### src/rtl/gate_sweep_timer.sv
// Loadable settle down-counter; holds at zero and flags it combinationally.
module gate_sweep_timer #(
    parameter int unsigned CNT_W = 3
) (
    input  logic             clk,
    input  logic             rst,
    input  logic             i_load,
    input  logic [CNT_W-1:0] i_load_val,
    input  logic             i_dec,
    output logic             o_zero_c
);

    logic [CNT_W-1:0] r_cnt;

    always_ff @(posedge clk or posedge rst) begin
        if (rst) begin
            r_cnt <= '0;
        end else if (i_load) begin
            r_cnt <= i_load_val;
        end else if (i_dec && (r_cnt != '0)) begin
            r_cnt <= r_cnt - CNT_W'(1);
        end
    end

    assign o_zero_c = (r_cnt == '0);

endmodule

### config.mk
export PLATFORM = sky130hd
export DESIGN_NAME = gate_sweep_timer
export DESIGN_NICKNAME = d
export VERILOG_FILES = /design/src/rtl/gate_sweep_timer.sv
export SDC_FILE = /design/constraint.sdc
export NUM_CORES = 1
export LEC_CHECK = 0
export CELL_PAD_IN_SITES_DETAIL_PLACEMENT = 0
export CELL_PAD_IN_SITES_GLOBAL_PLACEMENT = 1
export CORE_AREA = 3 3 40 42
export DETAILED_ROUTE_END_ITERATION = 10
export DIE_AREA = 0 0 43 45
export PLACE_DENSITY = 0.46
export SYNTH_ARGS = -nofsm -noshare
export SYNTH_HDL_FRONTEND = slang
export SYNTH_SLANG_ARGS = --single-unit
### constraint.sdc
create_clock -name clk -period 1.8 [get_ports clk]
set_input_delay 0.36 -clock clk [delete_from_list [all_inputs] [get_ports clk]]
set_output_delay 0.36 -clock clk [all_outputs]
set_load 0.01 [all_outputs]
=== Word level (Yosys, flattened, before mapping) ===
Index checks and enable logic that the tools add are counted.

* Output and inout bits: 1
* Input port bits: 7
* Logic and storage cells: 8
* Flip-flop bits (word level): 3

* Multiplexer cells: 2
* Add/sub/neg operators: 1
* Reduce and logical (&&, ||, !) cells: 4

{| class="wikitable"
|+ Operators with widths
! kind !! count
|-
| $mux 3 || 2
|-
| $logic_not 3->1 || 1
|-
| $reduce_bool 3->1 || 1
|-
| $sub 3x1->3 const B || 1
|-
| $reduce_bool 2->1 || 1
|-
| $logic_and 1x1->1 || 1
|}

=== Depth between registers and ports, before layout ===
Gate-level depths: netlist of run 1.

* Depth after elaboration: 4
* Depth in mapped cells: 5
* Gate-level depth less buffers: 5

=== Least setup slack after synthesis of run 1 ===
OpenSTA, ideal clock, no wires.

* Path type: register to register
* From: register r_cnt[0]
* To: register r_cnt[1]
* Arrival: 1.276 ns
* Library setup time: 0.126 ns
* Cell stages (with the launch flop): 6
* Data required time: 1.674 ns
* Period minus slack after synthesis: 1.402 ns
* Buffers on the path: 0
* Setup slack: 0.398 ns
* Cells stage by stage: dfrtp_1 -> inv_1 -> ha_1 -> ha_1 -> nand2b_1 -> a221o_1

* Cells in the longest elaborated chain, start to end: 3
* Elaborated cells between the ends (all ways): 6
* Classes of those cells: add/sub (1); mux (2); reduce/logical (3)

{| class="wikitable"
|+ Ends and longest elaborated chain
! what !! RTL line !! source
|-
| start: declaration || 13 || <nowiki>logic [CNT_W-1:0] r_cnt;</nowiki>
|-
| start signal: assignment || 19 || <nowiki>r_cnt <= i_load_val;</nowiki>
|-
| start signal: assignment || 21 || <nowiki>r_cnt <= r_cnt - CNT_W'(1);</nowiki>
|-
| $sub 3x1->3 / $reduce_bool 3->1 (equally long branches) || 21, 20 ||
|-
| $mux 3 / $logic_and 1x1->1 (equally long branches) || 20 || <nowiki>end else if (i_dec && (r_cnt != '0)) begin</nowiki>
|-
| $mux 3 / $reduce_bool 2->1 (equally long branches) || - ||
|}

Parallel ways exist; a longest one is shown, timed or not. The select of a mux whose other input is x is not followed.
A chain may end at the register's enable or synchronous reset.

=== Worst setup path in the final report of run 1 ===
* From: register r_cnt[0]
* To: output o_zero_c

* Cells in the longest elaborated chain, start to end: 1

{| class="wikitable"
|+ Ends and longest elaborated chain
! what !! RTL line !! source
|-
| $logic_not 3->1 || 25 || <nowiki>assign o_zero_c = (r_cnt == '0);</nowiki>
|-
| end: declaration || 10 || <nowiki>output logic o_zero_c</nowiki>
|}

No other way between the ends.

==> impl_metrics.ini, run 1 <==
[placed_design]
io_buffers = 7
post-dp-hpwl_um = 350
place_area_um2 = 304
gp_congestion = 0.729

[power_and_ir_drop]
pwr_density_cell_nw_per_um2 = 859
ir_worst_vdd_mv = 0.192
power.leakage_nw = 0.150

[die]
initial_utilization_pct = 16.5
dieArea_um2 = 1940
rows = 13
coreArea_um2 = 1280
num_io_pins = 8
die_y_um = 45
die_w_um = 43

[global_route]
antenna_found_initial = 0
grt_max_degree = 8
grt_pass1_vias = 196
grt-ovfl-total = 0
grt_pass1_wl_um = 710
track_usage_pct = 5.50

[timing]
tns_ns = 0
clock_skew_ns = 0.000121
setup_viol = 0
worst_slew_pin_slew_ns = 0.251
maxSlewViolCount = 0
min_period_over_period_pct = 92.9
rsz0062_at_grt = false
relSlewSlack_pct = 83.0
finalHoldViolCount = 0
fmax_mhz = 598
layout_min_cycle_time_ns = 1.67

[worst_setup_path]
crit_chain = inv_1 > ha_1 > ha_1 > dlygate4sd2_1
crit_buf_inv = 2
cp-end-kind = primary output
crit_family = adder cells
critPathMostFrequentCell = ha_1
start_kind = flop
cpMaxStageDelayCell = dfrtp_1
cp.required_ns = 1.44
max_stage_delay_ns = 0.36
path_class = flop to primary output
path_max_fanout = 3
arrival_ns = 1.31

[worst_hold_path]
hold_path.class = input pin to asynchronous set/reset pin

[route]
via_per_inst = 4.00
wl_per_cell_um = 9.55
drtIter0Drc = 2
wl_um = 449
drc = 0
vias = 188
ant_nets = 0
drt-pass1-iter-count = 2

[clock_network]
cts_tree = built
cts_hold_buf = 0
clkTransAtPathRegs_ns = 0.04
clockRootBuffer = clkbuf_4
cts_setup_buffers = 0
cts_inserted_buffers = 3
cts.path.max_buffers = 2
cts_resized = 1
htreeDepth = 1
clock-sinks = 3
clk_latency_ns = 0.23

[synth]
synth_top_cell_area_share_pct = 35.5
syn-instance-count = 20
synth_area_um2 = 211
syn_nets = 29
ys_types = 9
yosys_register_bits = 3
avgSynthCellArea_um2 = 10.6
yosys_warnings = 0
netlist_top_cells_area = dfrtp_1 (36%), a221o_1 (14%), nor4b_1 (12%), ha_1 (12%), inv_1 (7.1%)
seq_area_frac_synth_pct = 35.5
synth_largest_area_cell = dfrtp_1

[cells_and_area]
fillers = 138
reg.largest.list = r_cnt (3)
nets = 42
layout_commonest_cell = clkdlybuf4s50_1
final_area_um2 = 329
layout_common_cells = clkdlybuf4s50_1 (6), inv_1 (4)
num_antenna_cells = 0
areaGrowthSynthToFinish_pct = 55.6
drive_gt1_share_pct = 18.8
largest_register = r_cnt
largest_register_ffs = 3

[run]
max_cap_violations = 0

[outcome]
status = finished, final reports clean
per-layer routing:
metal	share of wire, %	global-route usage (%)	wire length, um	vias up
met4	2.4	9.04	11	0
met5	0	0	0	-
li1	-	-	-	97
met1	48	6.30	215	84
met3	5.3	1.20	24	2
met2	44	6.59	198	5
cells in the mapped netlist:
library cell / instances
a221o_1: 3
and2b_4: 1
buf_6: 1
dfrtp_1: 3
ha_1: 2
inv_1: 4
nand2b_1: 1
nor2b_1: 2
nor4b_1: 3
final timing paths:
check | from | endpoint | depth (start not counted) | slack, ns
worst max register to register | r_cnt[0] | r_cnt[1] | 6 | 0.27
min in group clk | r_cnt[2] | r_cnt[2] | 2 | 0.64
worst min-delay path | rst | r_cnt[0] | 2 | 0.30
worst min register to register | r_cnt[2] | r_cnt[2] | 2 | 0.64
max in group asynchronous | rst | r_cnt[1] | 2 | 1.38
worst max-delay path | r_cnt[0] | o_zero_c | 4 | 0.13
worst register-to-register path, cell delays in order, from the launching register on:
cell	delay (ns)
dfrtp_1	0.36
inv_1	0.05
ha_1	0.19
ha_1	0.19
buf_4	0.14
nand2b_1	0.17
a221o_1	0.30
power by group:
| part | internal, mW | total [mW] | switching (mW) |
|---|---|---|---|
| Sequential | 0.0786 | 0.0853 | 0.00662 |
| Combinational | 0.0483 | 0.0797 | 0.0315 |
| Clock | 0.0831 | 0.118 | 0.0347 |
stage by stage:
step / cells / worst slack, ns / util, % / hold WS [ns] / power (mW)
after floorplan: 20 / 0.398 / - / 0.114 / 0.134
final: 47 / 0.127 / 25.6 / 0.299 / 0.283
after CTS: 47 / 0.0937 / 25.6 / 0.294 / 0.293
after global placement: 43 / 0.151 / 23.7 / 0.536 / 0.170
after global routing: 47 / 0.0461 / 25.6 / 0.338 / 0.302
after detailed placement: 43 / 0.149 / 23.7 / 0.539 / 0.168
area by class of cell:
class / count / area (um^2) / share of cell area, %
clock buffer: 4 / 26.3 / 7.98
inverter: 4 / 15.0 / 4.56
multi-input combinational: 12 / 110 / 33.5
sequential: 3 / 75.1 / 22.8
tap: 15 / 18.8 / 5.70
timing repair buffer: 9 / 83.8 / 25.5
kinds of logic (layout without fill, tap and decap cells):
group | after synthesis | in the layout | share of synthesized area (%)
flip-flops | 3 | 3 | 35.5
buffers and inverters | 5 | 17 | 12.4
adder cells (fa/ha/maj) | 2 | 2 | 11.8
AND/OR/NAND/NOR | 7 | 7 | 26.0
AO/OA/AOI/OAI | 3 | 3 | 14.2
Power figures use the tool's default switching activity.
==> run 2: changes to the inputs <==
==> constraint.sdc (replaced) <==
create_clock -name clk -period 1.79 [get_ports clk]
set_input_delay 0.358 -clock clk [delete_from_list [all_inputs] [get_ports clk]]
set_output_delay 0.358 -clock clk [all_outputs]
set_load 0.01 [all_outputs]
==> results of run 2 <==
Same layout as run 1 (identical final DEF). Status: finished, final reports clean.
Main changes from that run: setup slack after placement 0.149 ns -> 0.141 ns; setup slack after layout 0.127 ns -> 0.119 ns; hold slack 0.299 ns -> 0.297 ns; register-to-register setup slack 0.27 ns -> 0.26 ns; total power 0.283 mW -> 0.284 mW; worst IR drop on VDD 0.192 mV -> 0.193 mV
==> run 3: changes to the inputs <==
==> constraint.sdc (replaced) <==
create_clock -name clk -period 2 [get_ports clk]
set_input_delay 0.4 -clock clk [delete_from_list [all_inputs] [get_ports clk]]
set_output_delay 0.4 -clock clk [all_outputs]
set_load 0.01 [all_outputs]
==> impl_metrics.ini, run 3 (synthesized netlist as in run 1, its figures left out) <==
[global_route]
grt_max_degree = 10
antenna_found_initial = 0
grt_pass1_wl_um = 828
track_usage_pct = 6.42
grt_pass1_vias = 198
grt-ovfl-total = 0

[cells_and_area]
drive_gt1_share_pct = 16.7
areaGrowthSynthToFinish_pct = 49.7
fin_util_pct = 24.6
regArea_um2 = 75.1
num_antenna_cells = 0
layout_commonest_cell = clkdlybuf4s50_1
nets = 40
fillers = 151
multi_input_comb_area_um2 = 113
layout_common_cells = clkdlybuf4s50_1 (6), inv_1 (4)
reg.largest.list = r_cnt (3)
largest_register = r_cnt
largest_register_ffs = 3

[die]
initial_utilization_pct = 16.5
die_y_um = 45
coreArea_um2 = 1280
dieArea_um2 = 1940
num_io_pins = 8
rows = 13
die_w_um = 43

[worst_setup_path]
crit_chain = inv_1 > ha_1 > ha_2 > dlygate4sd2_1
cp.required_ns = 1.60
path_max_fanout = 5
cp-end-kind = primary output
start_kind = flop
max_stage_delay_ns = 0.36
cpMaxStageDelayCell = dfrtp_1
path_class = flop to primary output
arrival_ns = 1.32

[route]
drtIter0Drc = 0
vias = 177
drc = 0
ant_nets = 0
via_per_inst = 3.93
wl_um = 501
drt-pass1-iter-count = 1
wl_per_cell_um = 11.1

[power_and_ir_drop]
power.leakage_nw = 0.139
ir_worst_vdd_mv = 0.259
power_frac_comb_pct = 26.8
internal-power_mw = 0.185
pwr_density_cell_nw_per_um2 = 802
pwr-share-clk_pct = 43.2
netSwitchingFraction_pct = 27.0
power.total_mw = 0.254
p_sw_mw = 0.0685
seqPwrFrac_pct = 30.0

[outcome]
status = finished, final reports clean

[clock_network]
clk_latency_ns = 0.23
cts_inserted_buffers = 3
cts_tree = built
clock-sinks = 3
cts.path.max_buffers = 2
clkTransAtPathRegs_ns = 0.04
clockRootBuffer = clkbuf_4
cts_hold_buf = 0
htreeDepth = 1

[placed_design]
gp_congestion = 0.675
io_buffers = 7
post-dp-hpwl_um = 382

[run]
max_cap_violations = 0

[timing]
rsz0062_at_grt = false
tns_ns = 0
worst_slew_pin_slew_ns = 0.321
maxSlewViolCount = 0
clock_skew_ns = 0.000141
fmax_mhz = 580
layout_min_cycle_time_ns = 1.72
min_period_over_period_pct = 86.2
setup_viol = 0
finalHoldViolCount = 0
relSlewSlack_pct = 78.5

[worst_hold_path]
hold_path.class = input pin to asynchronous set/reset pin
[run 3: cell count changes in the layout (fill, tap and decap cells not counted), sizes merged]
cell	change
buf	-2
[run 3: area by class of cell]
class                      count  share of cell area (%)
clock buffer                   4                    8.30
inverter                       4                    4.74
multi-input combinational     12                    35.6
sequential                     3                    23.7
tap                           15                    5.93
timing repair buffer           7                    21.7
[run 3: power groups by stage]
stage | clock network, mW | logic (mW) | registers (mW)
after detailed placement | 0 | 0.0693 | 0.0770
final | 0.110 | 0.0681 | 0.0763
after global routing | 0.119 | 0.0791 | 0.0780
after floorplan | 0 | 0.0453 | 0.0753
after CTS | 0.116 | 0.0688 | 0.0764
after global placement | 0 | 0.0696 | 0.0763
[run 3: final timing paths]
path / start / end / slack [ns] / depth (start not counted)
min in group clk: r_cnt[2] / r_cnt[2] / 0.64 / 2
max: r_cnt[0] / o_zero_c / 0.28 / 4
max reg2reg: r_cnt[0] / r_cnt[0] / 0.58 / 5
min: rst / r_cnt[2] / 0.34 / 2
min reg2reg: r_cnt[2] / r_cnt[2] / 0.64 / 2
max in group asynchronous: rst / r_cnt[1] / 1.52 / 2
[run 3: routing by layer]
layer / vias up / share of wire (%) / global-route usage [%]
met2: 7 / 38 / 7.49
met1: 79 / 53 / 7.25
met5: - / 0 / 0
li1: 91 / - / -
met3: 0 / 8.4 / 6.37
met4: 0 / 0 / 3.61
[run 3: through the flow]
stage / hold WS (ns) / cell area [um^2] / instances / setup slack [ns]
floorplan: 0.154 / 211 / 20 / 0.598
global placement: 0.591 / 289 / 41 / 0.204
detailed placement: 0.592 / 289 / 41 / 0.217
CTS: 0.333 / 317 / 45 / 0.259
global route: 0.354 / 317 / 45 / 0.195
finish: 0.340 / 317 / 45 / 0.276
[run 3: what timing repair did]
action,CTS,global route
gates resized for setup,2,0
endpoints found under the setup margin,1,0
setup buffers,0,0
[run 3: critical path, delay by kind of cell, from the launching register on]
family / cells / cell delay, ns
adder cells (fa/ha/maj): 2 / 0.39
buffers and inverters: 2 / 0.34
flip-flops: 1 / 0.36
